[src/rtl/dm_arb_pkg.sv]
// Shared types and default widths for the data-memory arbiter.
package dm_arb_pkg;

  typedef enum logic [1:0] {
    IDLE   = 2'd0,
    ACCESS = 2'd1,
    RESP   = 2'd2
  } state_e;

  localparam int DEF_ADDR_W = 16;
  localparam int DEF_DATA_W = 16;

endpackage

[src/rtl/dm_arbiter_if.sv]
// Core-side request bus plus shared DM port; slave = arbiter, master = cores/memory.
interface dm_arbiter_if
  import dm_arb_pkg::*;
#(
  parameter int NUM_CORES = 4,
  parameter int ADDR_W    = DEF_ADDR_W,
  parameter int DATA_W    = DEF_DATA_W
);

  logic [NUM_CORES-1:0]        req;
  logic [NUM_CORES-1:0]        we;
  logic [NUM_CORES*ADDR_W-1:0] addr;
  logic [NUM_CORES*DATA_W-1:0] wdata;
  logic [NUM_CORES-1:0]        gnt;
  logic [NUM_CORES-1:0]        rvalid;
  logic [DATA_W-1:0]           rdata;
  logic                        mem_en;
  logic                        mem_we;
  logic [ADDR_W-1:0]           mem_addr;
  logic [DATA_W-1:0]           mem_wdata;
  logic [DATA_W-1:0]           mem_rdata;
  logic                        busy;

  modport slave (
    input  req, we, addr, wdata, mem_rdata,
    output gnt, rvalid, rdata, mem_en, mem_we, mem_addr, mem_wdata, busy
  );

  modport master (
    output req, we, addr, wdata, mem_rdata,
    input  gnt, rvalid, rdata, mem_en, mem_we, mem_addr, mem_wdata, busy
  );

endinterface

[src/rtl/dm_arbiter_rr_pick.sv]
// Combinational round-robin priority encoder: first requester at or above ptr, wrapping.
// Zero latency; no handshake.
module rr_pick #(
  parameter int NUM_CORES = 4,
  parameter int PTR_W     = 2
) (
  input  logic [NUM_CORES-1:0] req,
  input  logic [PTR_W-1:0]     ptr,
  output logic                 any,
  output logic [PTR_W-1:0]     winner
);

  int idx;

  // Walk offsets from farthest to nearest so the nearest requester is written last.
  always_comb begin
    any    = |req;
    winner = '0;
    idx    = 0;
    for (int i = NUM_CORES - 1; i >= 0; i--) begin
      idx = int'(ptr) + i;
      if (idx >= NUM_CORES) idx = idx - NUM_CORES;
      if (req[idx]) winner = PTR_W'(idx);
    end
  end

endmodule

[src/rtl/dm_arbiter.sv]
// Round-robin arbiter sharing one single-port DM; read 3 cycles, write 2 cycles per access.
// Requests are sampled only in IDLE; a requester holds its request until gnt.
module dm_arbiter
  import dm_arb_pkg::*;
#(
  parameter int NUM_CORES = 4,
  parameter int ADDR_W    = DEF_ADDR_W,
  parameter int DATA_W    = DEF_DATA_W
) (
  input  logic         clk,
  input  logic         rst,
  dm_arbiter_if.slave  bus
);

  localparam int PTR_W = (NUM_CORES > 1) ? $clog2(NUM_CORES) : 1;

  state_e                state_q;
  logic [PTR_W-1:0]      ptr_q;
  logic [PTR_W-1:0]      ptr_d;
  logic [PTR_W-1:0]      win_q;
  logic                  wr_q;
  logic [NUM_CORES-1:0]  gnt_q;
  logic [NUM_CORES-1:0]  rvalid_q;
  logic [DATA_W-1:0]     rdata_q;
  logic                  mem_en_q;
  logic                  mem_we_q;
  logic [ADDR_W-1:0]     mem_addr_q;
  logic [DATA_W-1:0]     mem_wdata_q;

  logic                  any;
  logic [PTR_W-1:0]      winner;

  rr_pick #(
    .NUM_CORES (NUM_CORES),
    .PTR_W     (PTR_W)
  ) u_pick (
    .req    (bus.req),
    .ptr    (ptr_q),
    .any    (any),
    .winner (winner)
  );

  always_comb begin
    if (int'(winner) == NUM_CORES - 1) ptr_d = '0;
    else                               ptr_d = winner + PTR_W'(1);
  end

  always_ff @(posedge clk or posedge rst) begin
    if (rst) begin
      state_q     <= IDLE;
      ptr_q       <= '0;
      win_q       <= '0;
      wr_q        <= 1'b0;
      gnt_q       <= '0;
      rvalid_q    <= '0;
      rdata_q     <= '0;
      mem_en_q    <= 1'b0;
      mem_we_q    <= 1'b0;
      mem_addr_q  <= '0;
      mem_wdata_q <= '0;
    end else begin
      gnt_q    <= '0;
      rvalid_q <= '0;
      case (state_q)
        IDLE: begin
          if (any) begin
            mem_en_q    <= 1'b1;
            mem_we_q    <= bus.we[winner];
            wr_q        <= bus.we[winner];
            mem_addr_q  <= bus.addr[int'(winner)*ADDR_W +: ADDR_W];
            mem_wdata_q <= bus.wdata[int'(winner)*DATA_W +: DATA_W];
            gnt_q       <= NUM_CORES'(1) << winner;
            win_q       <= winner;
            ptr_q       <= ptr_d;
            state_q     <= ACCESS;
          end
        end
        ACCESS: begin
          mem_en_q <= 1'b0;
          mem_we_q <= 1'b0;
          state_q  <= wr_q ? IDLE : RESP;
        end
        RESP: begin
          rdata_q  <= bus.mem_rdata;
          rvalid_q <= NUM_CORES'(1) << win_q;
          state_q  <= IDLE;
        end
        default: state_q <= IDLE;
      endcase
    end
  end

  assign bus.gnt       = gnt_q;
  assign bus.rvalid    = rvalid_q;
  assign bus.rdata     = rdata_q;
  assign bus.mem_en    = mem_en_q;
  assign bus.mem_we    = mem_we_q;
  assign bus.mem_addr  = mem_addr_q;
  assign bus.mem_wdata = mem_wdata_q;
  assign bus.busy      = (state_q != IDLE);

endmodule

[src/flat_wrapper.sv]
// flat-port wrapper written by rule: the top's interface ports become plain ports
module dm_arbiter_flat import dm_arb_pkg::*;
#(
  parameter int NUM_CORES = 4,
  parameter int ADDR_W    = DEF_ADDR_W,
  parameter int DATA_W    = DEF_DATA_W
)
  (clk, rst, bus_req, bus_we, bus_addr, bus_wdata, bus_mem_rdata, bus_gnt, bus_rvalid, bus_rdata, bus_mem_en, bus_mem_we, bus_mem_addr, bus_mem_wdata, bus_busy);
  dm_arbiter_if #(.NUM_CORES(NUM_CORES), .ADDR_W(ADDR_W), .DATA_W(DATA_W)) bus_i ();
  input  logic clk;
  input  logic rst;
  input wire logic [$bits(bus_i.req)-1:0] bus_req;
  input wire logic [$bits(bus_i.we)-1:0] bus_we;
  input wire logic [$bits(bus_i.addr)-1:0] bus_addr;
  input wire logic [$bits(bus_i.wdata)-1:0] bus_wdata;
  input wire logic [$bits(bus_i.mem_rdata)-1:0] bus_mem_rdata;
  output wire logic [$bits(bus_i.gnt)-1:0] bus_gnt;
  output wire logic [$bits(bus_i.rvalid)-1:0] bus_rvalid;
  output wire logic [$bits(bus_i.rdata)-1:0] bus_rdata;
  output wire logic [$bits(bus_i.mem_en)-1:0] bus_mem_en;
  output wire logic [$bits(bus_i.mem_we)-1:0] bus_mem_we;
  output wire logic [$bits(bus_i.mem_addr)-1:0] bus_mem_addr;
  output wire logic [$bits(bus_i.mem_wdata)-1:0] bus_mem_wdata;
  output wire logic [$bits(bus_i.busy)-1:0] bus_busy;
  assign bus_i.req = bus_req;
  assign bus_i.we = bus_we;
  assign bus_i.addr = bus_addr;
  assign bus_i.wdata = bus_wdata;
  assign bus_i.mem_rdata = bus_mem_rdata;
  assign bus_gnt = bus_i.gnt;
  assign bus_rvalid = bus_i.rvalid;
  assign bus_rdata = bus_i.rdata;
  assign bus_mem_en = bus_i.mem_en;
  assign bus_mem_we = bus_i.mem_we;
  assign bus_mem_addr = bus_i.mem_addr;
  assign bus_mem_wdata = bus_i.mem_wdata;
  assign bus_busy = bus_i.busy;
  dm_arbiter #(.NUM_CORES(NUM_CORES), .ADDR_W(ADDR_W), .DATA_W(DATA_W)) u_core (.clk(clk), .rst(rst), .bus(bus_i));
endmodule
[config.mk]
export PLATFORM = sky130hd
export DESIGN_NAME = dm_arbiter_flat
export DESIGN_NICKNAME = d
export VERILOG_FILES = /design/src/rtl/dm_arb_pkg.sv /design/src/rtl/dm_arbiter_if.sv /design/src/rtl/dm_arbiter_rr_pick.sv /design/src/rtl/dm_arbiter.sv /design/src/flat_wrapper.sv
export SDC_FILE = /design/constraint.sdc
export NUM_CORES = 1
export LEC_CHECK = 0
export BUFFER_PORTS_ARGS = -buffer_cell sky130_fd_sc_hd__clkbuf_2
export CELL_PAD_IN_SITES_DETAIL_PLACEMENT = 1
export CELL_PAD_IN_SITES_GLOBAL_PLACEMENT = 2
export CORE_ASPECT_RATIO = 1.4
export CORE_UTILIZATION = 28
export CTS_BUF_LIST = sky130_fd_sc_hd__clkbuf_4 sky130_fd_sc_hd__clkbuf_8
export CTS_CLUSTER_DIAMETER = 80
export DETAILED_ROUTE_END_ITERATION = 12
export GPL_ROUTABILITY_DRIVEN = 0
export GPL_TIMING_DRIVEN = 1
export PLACE_DENSITY = 0.93
export SLEW_MARGIN = 20
export SYNTH_ARGS = -nofsm -noshare
export SYNTH_HDL_FRONTEND = slang
export SYNTH_HIERARCHICAL = 1
export SYNTH_SLANG_ARGS = --single-unit
[constraint.sdc]
create_clock -name clk -period 5.31 [get_ports clk]
set_input_delay 0.7965 -clock clk [delete_from_list [all_inputs] [get_ports clk]]
set_output_delay 0.7965 -clock clk [all_outputs]
set_load 0.05 [all_outputs]
Word-level counts from Yosys, hierarchy flattened. Cells that the tools add are included.

$add $sub $neg: 8. Order comparisons: 9. Equal/unequal tests: 4. Shift-type cells: 4. Muxes and demuxes: 33. Reduce and logical (&&, ||, !) cells: 6.

Operators by type and width (count): less-than comparator 32 x 4 -> 1 bit (second input constant) (4); two-way mux 32 bit (4); indexed part select 64 x 7 -> 16 bit (2); two-way mux 2 bit (7); two-way mux 4 bit (3); subtractor 3 x 3 -> 4 bit (second input constant) (3); two-way mux 1 bit (11); binary-select mux 1 bit (select 2 bit) (5); >= comparator 3 bit (second input constant) (3); left shift 1 x 2 -> 4 bit (first input constant) (2); adder 2 x 2 -> 3 bit (second input constant) (2); equality test 2 x 1 -> 1 bit (second input constant) (2); one-hot mux 1 bit (2 select lines) (2); one-hot mux 2 bit (2 select lines) (1); AND reduction 2 bit (2); nonzero test 2 bit (2); OR reduction 4 bit (1); subtractor 2 x 3 -> 4 bit (second input constant) (1); adder 2 x 1 -> 3 bit (second input constant) (1); >= comparator 2 x 3 -> 1 bit (second input constant) (1); less-than comparator 2 x 3 -> 1 bit (second input constant) (1); adder 2 x 1 -> 2 bit (second input constant) (1); equality test 2 bit (second input constant) (1); logical NOT 2 bit (1); inequality test 2 x 1 -> 1 bit (second input constant) (1).

Flip-flop bits (word level): 65. Input bits: 154. Word-level logic and storage cells: 75.

Logic depth before layout (Yosys ltp).
Depth after elaboration: 14. Depth in mapped cells: 10.

Cells and area by module. Netlist, hierarchy kept.

Modules (own cells, without submodules): dm_arbiter (instances 1, cells each 272, area an instance 3418.3 um2); rr_pick (instances 1, cells each 13, area an instance 77.6 um2).

Least setup slack after synthesis. No wires, ideal clock.

Kind: in2reg. From: input bus_req[3]. To: register u_core.ptr_q[1]. Arrival time: 2213 ps. Data required time: 5194 ps. Slack: 2981 ps. Stages on the path: 9. Buffers on the path: 3. Path through: mux2i_1 -> a211oi_2 -> buf_2 -> buf_4 -> buf_2 -> inv_1 -> ha_1 -> nand2_1 -> nand2_1.

Word-level cells in the longest chain between the ends: 9. Elaborated cells between the ends (all ways): 21.

Ends and longest elaborated chain: from (decl) (RTL line flat_wrapper.sv:12) `input wire logic [$bits(bus_i.req)-1:0] bus_req;`; binary-select mux 1 bit (select 2 bit) (RTL line dm_arbiter_rr_pick.sv:23) `if (req[idx]) winner = PTR_W'(idx);`; two-way mux 1 bit (implied by the code) (2 in a row) (RTL line dm_arbiter_rr_pick.sv:23); two-way mux 2 bit (3 in a row) (RTL line dm_arbiter_rr_pick.sv:23); two-way mux 2 bit (*) (RTL line dm_arbiter_rr_pick.sv:23); net u_core.winner[0] (RTL line dm_arbiter.sv:31) `logic [PTR_W-1:0] winner;`; adder 2 x 1 -> 2 bit or equality test 2 x 1 -> 1 bit (tied branches) (RTL line dm_arbiter.sv:45, dm_arbiter.sv:44); two-way mux 2 bit (*) (RTL line dm_arbiter.sv:44) `if (int'(winner) == NUM_CORES - 1) ptr_d = '0;`; net u_core.ptr_d[1] (RTL line dm_arbiter.sv:19) `logic [PTR_W-1:0] ptr_d;`; to (signal assigned) (RTL line dm_arbiter.sv:74) `ptr_q <= ptr_d;`; to (decl) (RTL line dm_arbiter.sv:18) `logic [PTR_W-1:0] ptr_q;`.

The timed path passes the listed nets; every way through them passes the cells marked *. The select of a mux whose other input is x is not followed. A chain may end at the register's enable or synchronous reset.

Worst setup path after layout.
From: input bus_req[1]. To: register u_core.mem_wdata_q[15], in the netlist u_core/bus.mem_wdata[15].

Elaborated cells between the ends (all ways): 19.

RTL lines: OR reduction 4 bit (RTL line dm_arbiter_rr_pick.sv:17) `any = |req;`; net u_core.any (RTL line dm_arbiter.sv:30) `logic any;`; AND reduction 2 bit (no line); to (signal assigned) (RTL line dm_arbiter.sv:71) `mem_wdata_q <= bus.wdata[int'(winner)*DATA_W +: DATA_W];`; to (decl) (RTL line dm_arbiter.sv:28) `logic [DATA_W-1:0] mem_wdata_q;`.

The timed path passes the listed nets, and every way through them passes these cells. The select of a mux whose other input is x is not followed.

==> results_dict.tcl <==
set metrics [dict create \
    detailroute.via_count 3057 \
    required_time_reported_for_the_critical_path_endpoint_ns 5.47 \
    chipWidth_um 96.44 \
    placedCellCount 626 \
    synth-async-reset-ratio_pct 100.0 \
    worst_slack_ns 2.562 \
    clkTransAtPathRegs_ns 0.07 \
    class_of_the_worst_hold_path "reg2reg" \
    routedLengthMet1_um 3512 \
    finClkSkew_ns 0.007714 \
    synth_cell_area_um2 3496 \
    post-layout-total-power_mw 3.276 \
    die_y_um 134.2 \
    drc 0 \
    grt_first_pass_wirelength_um 15430 \
    placement.io_buffers 212 \
    overflow 0 \
    met3RoutedLength_um 656 \
    average_size_of_a_mapped_cell_um2 12.27 \
    fin_hold_ws_ns 0.4250 \
    power.leakage_nw 2.533 \
    synthDistinctLibCells 32 \
    achievable-frequency_mhz 363.9 \
    cp-start-kind "primary input" \
    crit_type "in2reg" \
    drt_first_pass_iters 4 \
    finalMaxSlewViolations 0 \
    highest_count_cells_in_the_layout_ignoring_fill_and_taps "212 x clkbuf_2, 67 x mux2i_1, 65 x dfrtp_1" \
    synth_top_cells_by_area "dfrtp_1 47%, mux2i_1 19%, o221ai_2 12%" \
    detail_route.vias_per_cell 4.769 \
    cts_hold_repair.buffers 0 \
    drive_gt1_share_pct 57.09 \
    mostFrequentLayoutCell "clkbuf_2" \
    critical_path_max_stage_delay_ns 0.79 \
    synth_seq_area_share_pct 46.53 \
    critical_path_arrival_ns 2.91 \
    post_synth_inst_count 285 \
    ff_latch_area_um2 1627 \
    filler_cell_count 1405 \
    cell_breakdown_of_the_critical_path "clkbuf_2 > nor2_1 > nand2_1 > or3b_2 > clkinv_4 > nand2_4 > o221ai_1" \
    grt_antenna_before_repair 0 \
    path_max_fanout 41 \
    syn-num-nets 443 \
    grt_max_degree 70 \
    core-area_um2 12000 \
    min_period_over_period_pct 51.75 \
    layout.nets 648 \
    placed_instance_area_um2 4659 \
    synth.largest_area_cell "dfrtp_1" \
    final_period_minus_worst_setup_slack_ns 2.748 \
    multi_input_comb_area_um2 1745 \
    pre_cts_slack_ns 2.173 \
    status "complete, no violations" \
    rows 47 \
    wl_met2_um 5435 \
    post-route-util_pct 40.54 \
    unrepaired_setup_endpoints_after_global_routing "false" \
    die_area_um2 12940 \
    number_of_clock_sinks_seen_by_cts 65 \
    hold_violations 0 \
    final_cell_area_um2 4863 \
    dr.first_iter.drc_count 36 \
    ys.warnings.count 6 \
    dp_hpwl_um 7646 \
    yosys_register_bits 65 \
    tritoncts "yes" \
    grt_util_all_layers_pct 15.62 \
    number_of_enable_flip_flop_cells_after_synthesis 0 \
    area_share_of_the_largest_cell_type_after_synthesis_pct 46.53 \
    post_drt_wl_per_cell_um 15.22 \
    max-vdd-ir-drop_v 0.0003424 \
    finish.cell_count_without_fillers 641 \
    top_signal_layer_used "met4" \
    cts.htree.levels 3 \
    worstMarginPinSlew_ns 1.080 \
    ios 213 \
    postCtsResizedCells 0 \
    finalWirelength_um 9758 \
    layout-area-overhead-vs-synth_pct 39.12 \
    cellPowerDensity_nw_per_um2 673.6 \
    final_setup_violation_count 0 \
    cts_root_buffer "clkbuf_8" \
    max_cap_viol_count 0 \
    clkLatencyLatePin_ns 0.33 \
    initial_core_util_pct 29.14 \
    first_global_vias 3267 \
    finalSetupTns_ns 0 \
    ant_nets 0 \
    cts_made_buffers 9 \
    worst_path_max_delay_cell "or3b_2" \
    synth_ff_type "dfrtp_1" \
    ant_cells 0 \
    setup.worst_path.end_class "register" \
    slew-limit-headroom_pct 28.00 \
    cts.repair_timing.setup_buffer_count 0 \
    ctsLongestPathBuffers 2 \
]
-- sequential cells by signal (all words and copies together) (netlist names) --
name	count
u_core/bus.mem_addr	16
u_core/bus.mem_wdata	16
u_core/bus.rdata	16
u_core/bus.gnt	4
u_core/bus.rvalid	4
u_core/ptr_q	2
u_core/state_q	2
u_core/win_q	2
u_core/bus.mem_en	1
u_core/bus.mem_we	1
u_core/wr_q	1
-- worst max-delay path, delay by kind of cell --
family	cells	cell delay, ns
compound gates	1	0.23
buf+inv	2	0.29
simple gates	4	1.55
-- cells by family after synthesis --
group | synth area share (%)
AO/OA/AOI/OAI | 15.00
adder cells (fa/ha/maj) | 1.432
buffers and inverters | 3.830
flip-flops | 46.53
multiplexers | 24.34
AND/OR/NAND/NOR | 8.876
-- final timing paths --
path	from	to	slack (ns)	cells past startpoint
setup / recovery	bus_req[1]	u_core/bus.mem_wdata[15]$_DFFE_PP0P_	2.56	7
hold / removal	u_core/wr_q$_DFFE_PP0P_	u_core/state_q[1]$_DFFE_PP0P_	0.42	1
setup reg to reg	u_core/ptr_q[1]$_DFFE_PP0P_	u_core/bus.mem_we$_DFFE_PP0P_	2.79	5
hold reg to reg	u_core/wr_q$_DFFE_PP0P_	u_core/state_q[1]$_DFFE_PP0P_	0.42	1
max in group asynchronous	rst	u_core/bus.rdata[3]$_DFFE_PP0P_	4.10	3
min in group asynchronous	rst	u_core/bus.rdata[6]$_DFFE_PP0P_	0.69	3
-- cell usage after synthesis, drive strengths merged, types with 2 or more instances --
library cell,count
nand2,45
nor3b,2
clkbuf,7
a211oi,2
inv,3
nand2b,2
buf,14
mux2,16
nor2,7
and2,4
o221ai,34
nor2b,2
ha,4
mux2i,67
dfrtp,65
-- layer usage --
metal  vias to the layer above  global-route usage [%]
met1                      1470                   16.11
met5                         -                       0
met4                         0                   5.637
li1                       1449                       -
met3                        10                   4.365
met2                       128                   29.20
-- final cells by class --
| cell class | count | area share [%] |
|---|---|---|
| timing repair buffer | 215 | 22.28 |
| sequential | 65 | 33.44 |
| clock buffer | 13 | 3.422 |
| clock inverter | 2 | 0.7718 |
| tap | 147 | 3.782 |
| multi-input combinational | 195 | 35.89 |
| inverter | 4 | 0.4116 |
-- report_power, final --
group          switching [mW]  total, mW  internal (mW)
registers               0.135      0.868          0.732
clock network           0.181      0.432          0.251
logic                    1.38       1.98          0.596
(Power assumes the default switching activity.)
